File: config.mk
export PLATFORM = sky130hd
export DESIGN_NAME = pps_fetch_buf_flat
export DESIGN_NICKNAME = d
export VERILOG_FILES = /design/src/rtl/pps_fetch_buf_if.sv /design/src/rtl/pps_fetch_buf.sv /design/src/flat_wrapper.sv
export SDC_FILE = /design/constraint.sdc
export NUM_CORES = 1
export LEC_CHECK = 0
export ABC_AREA = 1
export CORE_MARGIN = 2
export CORE_UTILIZATION = 30
export DETAILED_ROUTE_END_ITERATION = 8
export SYNTH_ARGS = -nofsm -noshare
export SYNTH_HDL_FRONTEND = slang
export SYNTH_SLANG_ARGS = --single-unit
File: constraint.sdc
create_clock -name clk -period 4.8 [get_ports clk]
set_input_delay 0.96 -clock clk [delete_from_list [all_inputs] [get_ports clk]]
set_output_delay 0.96 -clock clk [all_outputs]
set_load 0.02 [all_outputs]
File: src/rtl/pps_fetch_buf_if.sv
// Fetch-stage bus bundle: redirect control, instruction memory port
// and the decode-side valid/ready queue head.
interface pps_fetch_buf_if #(
    parameter int AW    = 32,
    parameter int DW    = 32,
    parameter int DEPTH = 4
);
    localparam int CW = $clog2(DEPTH) + 1;

    logic          redirect;
    logic [AW-1:0] redirect_pc;
    logic          mem_req;
    logic [AW-1:0] mem_addr;
    logic          mem_ack;
    logic [DW-1:0] mem_rdata;
    logic          id_valid;
    logic [DW-1:0] id_inst;
    logic [AW-1:0] id_pc;
    logic          id_ready;
    logic [CW-1:0] q_count;

    // Fetch stage side
    modport master (
        input  redirect, redirect_pc, mem_ack, mem_rdata, id_ready,
        output mem_req, mem_addr, id_valid, id_inst, id_pc, q_count
    );

    // Memory / decode / control side
    modport slave (
        output redirect, redirect_pc, mem_ack, mem_rdata, id_ready,
        input  mem_req, mem_addr, id_valid, id_inst, id_pc, q_count
    );
endinterface

File: src/rtl/pps_fetch_buf.sv
// Instruction fetch stage: sequential address generator issuing one
// outstanding memory request at a time into a DEPTH-entry prefetch queue.
// A redirect flushes the queue; a request already on the bus when the
// redirect arrives is allowed to complete and its data is dropped.
module pps_fetch_buf #(
    parameter int            AW     = 32,
    parameter int            DW     = 32,
    parameter int            DEPTH  = 4,
    parameter logic [AW-1:0] RST_PC = '0,
    parameter int            PC_INC = 4
) (
    input  logic             clk,
    input  logic             rst,
    pps_fetch_buf_if.master  bus
);
    localparam int            PW   = $clog2(DEPTH);
    localparam int            CW   = PW + 1;
    localparam logic [CW-1:0] FULL = CW'(DEPTH);
    localparam logic [AW-1:0] INC  = AW'(PC_INC);

    typedef enum logic [1:0] {S_IDLE, S_WAIT, S_DROP} state_t;

    state_t        state;
    logic [AW-1:0] fpc;        // next address to fetch
    logic [AW-1:0] req_addr;   // address on the bus (held until ack)
    logic          req;

    logic [PW-1:0] rd_ptr, wr_ptr;
    logic [CW-1:0] count;
    logic [DW-1:0] inst_mem [DEPTH];
    logic [AW-1:0] pc_mem   [DEPTH];

    logic          ack, pop, push;
    logic [CW-1:0] cnt_after_pop, cnt_after;

    // A redirect voids any pop and any push in its cycle.
    assign ack           = req & bus.mem_ack;
    assign pop           = (count != '0) & bus.id_ready & ~bus.redirect;
    assign push          = (state == S_WAIT) & ack & ~bus.redirect;
    assign cnt_after_pop = count - CW'(pop);
    assign cnt_after     = cnt_after_pop + CW'(push);

    assign bus.mem_req  = req;
    assign bus.mem_addr = req_addr;
    assign bus.q_count  = count;
    assign bus.id_valid = (count != '0);
    // Head is forced to zero when empty so stale storage never shows.
    assign bus.id_inst  = (count != '0) ? inst_mem[rd_ptr] : '0;
    assign bus.id_pc    = (count != '0) ? pc_mem[rd_ptr]   : '0;

    // Fetch FSM: issues a request only once a queue slot is guaranteed,
    // so a returning word can always be pushed.
    always_ff @(posedge clk) begin
        if (rst) begin
            state    <= S_IDLE;
            fpc      <= RST_PC;
            req_addr <= '0;
            req      <= 1'b0;
        end else begin
            case (state)
                S_IDLE: begin
                    if (bus.redirect) begin
                        state    <= S_WAIT;
                        req      <= 1'b1;
                        fpc      <= bus.redirect_pc;
                        req_addr <= bus.redirect_pc;
                    end else if (cnt_after_pop < FULL) begin
                        state    <= S_WAIT;
                        req      <= 1'b1;
                        req_addr <= fpc;
                    end
                end
                S_WAIT: begin
                    if (bus.redirect) begin
                        fpc <= bus.redirect_pc;
                        if (ack) req_addr <= bus.redirect_pc;
                        else     state    <= S_DROP;
                    end else if (ack) begin
                        fpc <= fpc + INC;
                        if (cnt_after < FULL) begin
                            req_addr <= fpc + INC;
                        end else begin
                            state <= S_IDLE;
                            req   <= 1'b0;
                        end
                    end
                end
                S_DROP: begin
                    // Stale request still on the bus; keep its address.
                    if (bus.redirect) fpc <= bus.redirect_pc;
                    if (ack) begin
                        state    <= S_WAIT;
                        req_addr <= bus.redirect ? bus.redirect_pc : fpc;
                    end
                end
                default: begin
                    state <= S_IDLE;
                    req   <= 1'b0;
                end
            endcase
        end
    end

    // Queue pointers and occupancy; redirect empties the queue.
    always_ff @(posedge clk) begin
        if (rst) begin
            rd_ptr <= '0;
            wr_ptr <= '0;
            count  <= '0;
        end else if (bus.redirect) begin
            rd_ptr <= wr_ptr;
            count  <= '0;
        end else begin
            if (push) wr_ptr <= wr_ptr + PW'(1);
            if (pop)  rd_ptr <= rd_ptr + PW'(1);
            count <= cnt_after;
        end
    end

    // Queue storage: written on push, no reset needed (head is gated).
    always_ff @(posedge clk) begin
        if (push) begin
            inst_mem[wr_ptr] <= bus.mem_rdata;
            pc_mem[wr_ptr]   <= fpc;
        end
    end
endmodule

File: src/flat_wrapper.sv
// flat-port wrapper written by rule: the top's interface ports become plain ports
module pps_fetch_buf_flat 
#(
    parameter int            AW     = 32,
    parameter int            DW     = 32,
    parameter int            DEPTH  = 4,
    parameter logic [AW-1:0] RST_PC = '0,
    parameter int            PC_INC = 4
)
  (clk, rst, bus_redirect, bus_redirect_pc, bus_mem_ack, bus_mem_rdata, bus_id_ready, bus_mem_req, bus_mem_addr, bus_id_valid, bus_id_inst, bus_id_pc, bus_q_count);
  pps_fetch_buf_if #(.AW(AW), .DW(DW), .DEPTH(DEPTH)) bus_i ();
  input  logic clk;
  input  logic rst;
  input wire logic [$bits(bus_i.redirect)-1:0] bus_redirect;
  input wire logic [$bits(bus_i.redirect_pc)-1:0] bus_redirect_pc;
  input wire logic [$bits(bus_i.mem_ack)-1:0] bus_mem_ack;
  input wire logic [$bits(bus_i.mem_rdata)-1:0] bus_mem_rdata;
  input wire logic [$bits(bus_i.id_ready)-1:0] bus_id_ready;
  output wire logic [$bits(bus_i.mem_req)-1:0] bus_mem_req;
  output wire logic [$bits(bus_i.mem_addr)-1:0] bus_mem_addr;
  output wire logic [$bits(bus_i.id_valid)-1:0] bus_id_valid;
  output wire logic [$bits(bus_i.id_inst)-1:0] bus_id_inst;
  output wire logic [$bits(bus_i.id_pc)-1:0] bus_id_pc;
  output wire logic [$bits(bus_i.q_count)-1:0] bus_q_count;
  assign bus_i.redirect = bus_redirect;
  assign bus_i.redirect_pc = bus_redirect_pc;
  assign bus_i.mem_ack = bus_mem_ack;
  assign bus_i.mem_rdata = bus_mem_rdata;
  assign bus_i.id_ready = bus_id_ready;
  assign bus_mem_req = bus_i.mem_req;
  assign bus_mem_addr = bus_i.mem_addr;
  assign bus_id_valid = bus_i.id_valid;
  assign bus_id_inst = bus_i.id_inst;
  assign bus_id_pc = bus_i.id_pc;
  assign bus_q_count = bus_i.q_count;
  pps_fetch_buf #(.AW(AW), .DW(DW), .DEPTH(DEPTH), .RST_PC(RST_PC), .PC_INC(PC_INC)) u_core (.clk(clk), .rst(rst), .bus(bus_i));
endmodule
**Word level (Yosys, flattened, before mapping)**

Memories as Yosys holds them, arrays and structs flattened. A register that Yosys moved wholly into a read port is not among the register bits.
Index checks and enable logic that the tools add are counted.

- Register bits: 74
- Bits in writable memories: 256
- Input bits: 69
- Output and inout bits: 101
- Word-level logic and storage cells: 82
- Memories: 2

- Add/sub/neg operators: 5
- Order comparisons: 2
- Eq/ne operators: 11
- Muxes and demuxes: 36
- Bitwise gates (word level): 7
- Reduce and logical (&&, ||, !) cells: 12

Memories:

| name | words | bits a word | rd ports | clocked after memory_dff | write ports | line | text |
|---|---|---|---|---|---|---|---|
| u_core.inst_mem | 4 | 32 | 1 | 1 | 1 | pps_fetch_buf.sv:30 | `logic [DW-1:0] inst_mem [DEPTH];` |
| u_core.pc_mem | 4 | 32 | 1 | 1 | 1 | pps_fetch_buf.sv:31 | `logic [AW-1:0] pc_mem [DEPTH];` |

Operators by type and width:

| cell | count |
|---|---|
| 32-bit two-way mux | 12 |
| 32-bit case mux with 3 select lines | 1 |
| 32-bit case mux with 2 select lines | 1 |
| 32-bit by 3-bit adder with 32-bit output, second input constant | 1 |
| 2-bit two-way mux | 13 |
| 5-bit AND reduction | 3 |
| 3-bit != test, second input constant | 3 |
| 1-bit two-way mux | 7 |
| 3-bit < comparator, second input constant | 2 |
| 3-bit by 2-bit != test with 1-bit output, second input constant | 2 |
| 2-bit case mux with 3 select lines | 1 |
| 3-bit nonzero test | 2 |
| 1-bit AND | 5 |
| 2-bit by 1-bit adder with 2-bit output, second input constant | 2 |
| 2-bit by 1-bit != test with 1-bit output, second input constant | 2 |
| 2-bit != test, second input constant | 2 |
| 2-bit AND reduction | 2 |
| 2-bit nonzero test | 2 |
| 2-bit OR reduction | 2 |
| 3-bit by 1-bit adder with 3-bit output | 1 |
| 1-bit case mux with 3 select lines | 1 |
| 3-bit by 1-bit subtractor with 3-bit output | 1 |
| 2-bit by 1-bit == test with 1-bit output, second input constant | 1 |
| 2-bit == test, second input constant | 1 |
| 2 further kinds | 3 |

**Logic depth before layout (Yosys ltp)**

Gate-level depths: netlist of run 1.

- Depth after elaboration: 10
- Gate-level depth with buffers: 16
- Depth with buffers taken out: 14

**Worst setup path before layout of run 1**

No wires, ideal clock.

- Path type: input to register
- From: in bus_redirect
- To: mem u_core.inst_mem[0][0] (enable)
- Library setup time: 0.486 ns
- Arrival time: 4.043 ns
- Required time: 4.314 ns
- Path slack: 0.271 ns
- Stages on the path: 5
- Buffers on the path: 0
- Cells stage by stage: nor2_4 > inv_2 > nor2_1 > inv_1 > nor2_1

- Word-level cells in the longest chain between the ends: 4

RTL lines:

| what | line | text |
|---|---|---|
| start: declaration | flat_wrapper.sv:14 | `input wire logic [$bits(bus_i.redirect)-1:0] bus_redirect;` |
| 1-bit NOT (no line) | -- |  |
| 1-bit AND | pps_fetch_buf.sv:39 | `assign push = (state == S_WAIT) & ack & ~bus.redirect;` |
| 1-bit two-way mux | pps_fetch_buf.sv:122 | `if (push) begin` |
| 1-bit two-way mux (not written as such) | pps_fetch_buf.sv:123 | `inst_mem[wr_ptr] <= bus.mem_rdata;` |
| end: declaration | pps_fetch_buf.sv:30 |  |

No other way between the ends.

==> results of run 1 <==
-- where the power goes --
| group | internal (mW) | switching (mW) |
|---|---|---|
| Clock | 1.74 | 1.16 |
| Combinational | 0.465 | 0.829 |
| Sequential | 3.32 | 0.233 |
-- placed cells by master (no fill, tap or decap), types with 8 or more instances in the layout --
cell and n:
nor2_1 420, edfxtp_1 256, nand2_1 241, clkdlybuf4s50_1 168, o21ai_0 165, a21oi_1 151, inv_1 82, dfxtp_1 74
nand3_1 52, clkbuf_16 39, o21ai_1 36, buf_4 16, clkinv_2 12, ha_1 9, nor2_4 8
-- sequential cells by signal, summed over array words and instances, names as in the netlist, named ones only --
signal,flops
u_core.inst_mem,128
u_core.bus.mem_addr,32
u_core.bus.mem_req,1
u_core.bus.q_count,3
u_core.fpc,32
u_core.wr_ptr,2
u_core.rd_ptr,2
u_core.state,2
u_core.pc_mem,128
-- per-layer routing --
layer	vias up	wire length, um	global-route usage [%]
li1	5793	-	-
met4	0	980	5.25
met5	-	0	0
met2	399	19100	26.1
met3	64	2710	3.19
met1	5585	19100	21.7
-- how the worst max path moves through the flow --
stage / cells after the start / slack, ns / end
after floorplan: 5 / 0.27 / u_core.inst_mem[0][0]$_DFFE_PP_
after global placement: 14 / 1.15 / u_core.bus.mem_addr[16]$_SDFFE_PP0P_
after detailed placement: 14 / 1.09 / u_core.bus.mem_addr[16]$_SDFFE_PP0P_
after CTS: 6 / 0.73 / bus_id_pc[17]
after global routing: 6 / 0.61 / bus_id_pc[13]
final: 6 / 0.83 / bus_id_pc[13]
-- tightest hold or removal path, cell delays in order, from the launching register on --
cell     delay (ns)
dfxtp_1        0.32
nand2_1        0.07
a21oi_1        0.05
-- through the flow --
stage | hold WS [ns] | cells
detailed placement | 0.473 | 2399
finish | 0.484 | 2469
global route | 0.511 | 2468
floorplan | 0.460 | 1638
global placement | 0.470 | 2399
CTS | 0.490 | 2468
-- area by class of cell --
| cell class | instances | area, um2 | area share (%) |
|---|---|---|---|
| multi-input cells | 1125 | 5000 | 27.0 |
| inverters | 89 | 337 | 1.82 |
| clock inverters | 20 | 211 | 1.14 |
| flip-flops and latches | 332 | 9210 | 49.7 |
| repair buffers | 189 | 1890 | 10.2 |
| diodes | 1 | 2.50 | 0.0135 |
| well taps | 664 | 831 | 4.49 |
| clock buffers | 49 | 1040 | 5.59 |
-- cell families after synthesis --
kind of cell               after synthesis  share of synthesized area (%)
and+or+nand+nor                        747                           19.8
xor gates and xnor gates                 3                          0.176
buffers and inverters                  181                           4.97
DFF                                    332                           61.7
AOI/OAI and AO/OA                      366                           12.5
adders and majority gates                9                          0.755
==> results.json, run 1 <==
{
  "synth_area_per_cell_um2": 9.11,
  "finalCriticalPeriod_ns": 3.97,
  "grt_antenna_before_repair": 0,
  "htree_levels": 2,
  "period_share_pct": 82.7,
  "die_w_um": 227,
  "yosysUniqueCellTypes": 34,
  "r2r_start": "u_core.bus.q_count[2]$_SDFF_PP0_",
  "cts_root_buf": "clkbuf_16",
  "critPathArrivalTime_ns": 3.01,
  "critPathCaptureType": "output port",
  "crit_chain": "buf_4, nor2_1, nor2_1, o21ai_0, a21oi_1, clkdlybuf4s50_1",
  "wl_per_cell_um": 17.0,
  "ant_nets": 0,
  "ir_worst_vdd_uv": 237,
  "worst_skew_pair.late_latency_ns": 0.55,
  "final_nets": 1853,
  "critPathMaxFanout": 84,
  "synthTopCellsByCount": "nor2_1, edfxtp_1, nand2_1",
  "seq_area_frac_synth_pct": 61.7,
  "synth_area_mm2": 0.0149,
  "hold_violations": 0,
  "hpwl_um": 25000,
  "setup_ws_ns": 0.828,
  "ff2ff_path_depth": 14,
  "fmax_mhz": 252,
  "powerDensity_mw_per_mm2": 418,
  "finClkSkew_ns": 0.0211,
  "die_area_mm2": 0.0515,
  "r2r_slack_ns": 1.57,
  "drive_above_1_share_pct": 6.10,
  "clockBufferDepth": 3,
  "synth_nets": 1716,
  "final_area_mm2": 0.0185,
  "grt_max_degree": 89,
  "drc": 0,
  "wirelength_um": 41900,
  "ioPinCount": 170,
  "cellLeakagePower_nw": 6.48,
  "dpl_cell_area_mm2": 0.0173,
  "ys_top_cells_by_area": "edfxtp_1, nor2_1, dfxtp_1, nand2_1, o21ai_0",
  "max_slew_margin_pct": 37.2,
  "hold-path-cell-count": 2,
  "overflow": 0,
  "final_util_pct": 37.8,
  "cts_num_sinks": 332,
  "crit_path_start_kind": "flip-flop",
  "critPathMaxStageDelay_ns": 0.70,
  "hp-start": "u_core.bus.mem_req$_SDFFE_PP0P_",
  "gp_congestion": 0.824,
  "die_h_um": 227,
  "ys_warn_count": 0,
  "cp_top_family": "buffers and inverters",
  "synth_top_cell_by_area": "edfxtp_1",
  "synth_edf_count": 256,
  "clk_transition_reported_paths_ns": 0.06,
  "cap_violations": 0,
  "initialDrtViolationCount": 990,
  "ctsHoldBuffers": 0,
  "cts_tree": "built",
  "setup_viol": 0,
  "drv_slew": 0,
  "rsz0062_at_grt": "false",
  "grt_pass1_wl_um": 63800,
  "start_util_pct": 30.4,
  "ys_ff_latch": 332,
  "synthMostInstantiatedCell": "nor2_1",
  "hp-class": "flip-flop to flip-flop",
  "synthCells": 1638,
  "grt_use_total_pct": 16.1,
  "cts_resized": 0,
  "status": "completed",
  "rows": 81,
  "coreArea_mm2": 0.0491,
  "critical_path_class": "flip-flop to output port",
  "rr_endpoint": "u_core.bus.mem_addr[19]$_SDFFE_PP0P_",
  "synth-async-reset-ratio_pct": 0,
  "dr.pass1.iters": 5,
  "place_ws_ns": 1.09,
  "io_buffers": 169,
  "synthFlopType": "edfxtp_1",
  "slowest_stage": "buf_4",
  "tightest_slew_ns": 0.942,
  "path_buf_inv": 2,
  "fill_cells": 4910,
  "area_delta_synth_final_pct": 24.1,
  "final.setup.tns_ns": 0,
  "required_ns": 3.84,
  "vias_per_cell": 4.80,
  "finalPower_mw": 7.75,
  "grt_pass1_vias": 11200,
  "critPathMostFrequentCell": "nor2_1",
  "num_vias": 11800,
  "cts_buffers": 38,
  "cts_setup_buffers": 0,
  "synth_top_cell_area_share_pct": 51.5,
  "worstHoldEndpoint": "u_core.bus.mem_req$_SDFFE_PP0P_"
}
Power figures use the tool's default switching activity.
==> run 2, diff against run 1 <==
==> constraint.sdc (replaced) <==
create_clock -name clk -period 3.91 [get_ports clk]
set_input_delay 0.782 -clock clk [delete_from_list [all_inputs] [get_ports clk]]
set_output_delay 0.782 -clock clk [all_outputs]
set_load 0.02 [all_outputs]
==> results.json, run 2 (synthesized netlist as in run 1, its figures left out) <==
{
  "grt_antenna_before_repair": 0,
  "io_buffers": 169,
  "die_h_um": 227,
  "start_util_pct": 30.4,
  "vias_per_cell": 4.76,
  "multi_input_area_mm2": 0.00500,
  "cts_buffers": 38,
  "num_vias": 11800,
  "ff_latch_area_mm2": 0.00921,
  "ir_worst_vdd_uv": 298,
  "grt_pass1_vias": 11100,
  "cap_violations": 0,
  "rsz0062_at_grt": "false",
  "fmax_mhz": 283,
  "critPathMaxFanout": 41,
  "hp-class": "flip-flop to flip-flop",
  "max_slew_margin_pct": 36.2,
  "critical_path_class": "flip-flop to output port",
  "gp_congestion": 0.818,
  "required_ns": 3.13,
  "ioPinCount": 170,
  "status": "completed",
  "htree_levels": 2,
  "ctsHoldBuffers": 0,
  "hpwl_um": 25300,
  "dr.pass1.iters": 7,
  "cellLeakagePower_nw": 6.49,
  "path_buf_inv": 3,
  "crit_chain": "clkinv_2, buf_4, o21ai_0, a21oi_1, clkdlybuf4s50_1",
  "dpl_cell_area_mm2": 0.0174,
  "crit_path_start_kind": "flip-flop",
  "ant_nets": 0,
  "p_seq_share_pct": 46.1,
  "cts_setup_buffers": 0,
  "wirelength_um": 42000,
  "die_w_um": 227,
  "area_delta_synth_final_pct": 24.6,
  "wl_per_cell_um": 17.0,
  "grt_pass1_wl_um": 64100,
  "tightest_slew_ns": 0.957,
  "die_area_mm2": 0.0515,
  "fill_cells": 4885,
  "clk_transition_reported_paths_ns": 0.06,
  "stdcell_count": 2473,
  "slowest_stage": "clkdlybuf4s50_1",
  "n_antenna_cell": 0,
  "finClkSkew_ns": 0.0168,
  "drv_slew": 0,
  "pwr-share-clk_pct": 37.0,
  "clockBufferDepth": 3,
  "mostFrequentLayoutCell": "nor2_1",
  "coreArea_mm2": 0.0491,
  "p_int_mw": 6.77,
  "cts_tree": "built",
  "cts_num_sinks": 332,
  "final_nets": 1858,
  "critPathCaptureType": "output port",
  "reg_top3": "u_core.inst_mem: 128 flops, u_core.pc_mem: 128 flops",
  "drive_above_1_share_pct": 5.69,
  "grt_max_degree": 93,
  "drc": 0,
  "grt_use_total_pct": 16.1,
  "hold_violations": 0,
  "initialDrtViolationCount": 962,
  "combPwrFrac_pct": 16.8,
  "overflow": 0,
  "powerDensity_mw_per_mm2": 510,
  "r2r_slack_ns": 1.01,
  "cts_resized": 0,
  "rows": 81,
  "cts_root_buf": "clkbuf_16",
  "critPathArrivalTime_ns": 2.75,
  "dp_cells": 2404,
  "final.setup.tns_ns": 0,
  "setup_viol": 0,
  "switchingPower_mw": 2.71,
  "finalCriticalPeriod_ns": 3.53,
  "hold_ws_ns": 0.485,
  "cp_top_family": "buffers and inverters",
  "finalPower_mw": 9.48,
  "critPathMaxStageDelay_ns": 0.67,
  "period_share_pct": 90.3,
  "worst_skew_pair.late_latency_ns": 0.54,
  "swShare_pct": 28.6,
  "layout_common_cells": "nor2_1, edfxtp_1, nand2_1",
  "final_area_mm2": 0.0186
}
==> run 2: cell types whose count changed in the layout (fill, tap and decap cells not counted), sizes merged <==
| cell | before | now |
|---|---|---|
| diode | 1 | 0 |
| inv | 87 | 86 |
| buf | 21 | 26 |
| bufinv | 4 | 2 |
| clkinvlp | 3 | 1 |
| clkbuf | 49 | 56 |
| clkinv | 15 | 13 |
==> run 2: worst paths after layout <==
check                                   start                             endpoint  cells past startpoint
max                                 flip-flop                         bus_id_pc[7]                      5
max reg2reg  u_core.bus.q_count[1]$_SDFF_PP0_  u_core.bus.mem_addr[8]$_SDFFE_PP0P_                     13
min reg2reg   u_core.bus.mem_req$_SDFFE_PP0P_      u_core.bus.mem_req$_SDFFE_PP0P_                      2
min           u_core.bus.mem_req$_SDFFE_PP0P_      u_core.bus.mem_req$_SDFFE_PP0P_                      2
==> run 2: power groups by stage <==
stage / registers (mW) / clock network (mW) / logic (mW)
after floorplan: 4.44 / 0 / 0.916
after detailed placement: 4.43 / 0 / 1.59
after global routing: 4.40 / 3.73 / 1.78
final: 4.37 / 3.51 / 1.60
after CTS: 4.37 / 3.61 / 1.60
after global placement: 4.43 / 0 / 1.56
==> run 2: per-stage QoR <==
| step | worst slack, ns | util [%] |
|---|---|---|
| after global routing | 0.203 | 37.9 |
| after floorplan | -0.441 | - |
| after detailed placement | 0.577 | 35.4 |
| final | 0.378 | 37.9 |
| after global placement | 0.577 | 35.4 |
| after CTS | 0.299 | 37.9 |
==> run 2: metal layers <==
metal / up-vias / global-route usage, % / wire length (um)
li1: 5792 / - / -
met4: 0 / 4.41 / 928
met3: 54 / 3.48 / 2600
met1: 5578 / 22.0 / 19400
met2: 350 / 26.0 / 19100
met5: - / 0 / 0
==> run 2: layout make-up <==
| cell class | count | area share (%) |
|---|---|---|
| repair buffers | 194 | 10.6 |
| multi-input cells | 1125 | 26.9 |
| clock buffers | 56 | 5.99 |
| inverters | 89 | 1.80 |
| well taps | 664 | 4.47 |
| flip-flops and latches | 332 | 49.6 |
| clock inverters | 13 | 0.619 |
==> run 2: worst register-to-register path, stage by stage (launching register included) <==
cell	delay, ns
dfxtp_1	0.33
nor3_2	0.24
buf_12	0.35
nor3_1	0.13
ha_1	0.20
ha_1	0.27
inv_1	0.04
ha_1	0.23
xor2_1	0.22
nand2_1	0.07
nand2_1	0.26
inv_2	0.20
o21ai_0	0.19
nor2_1	0.06
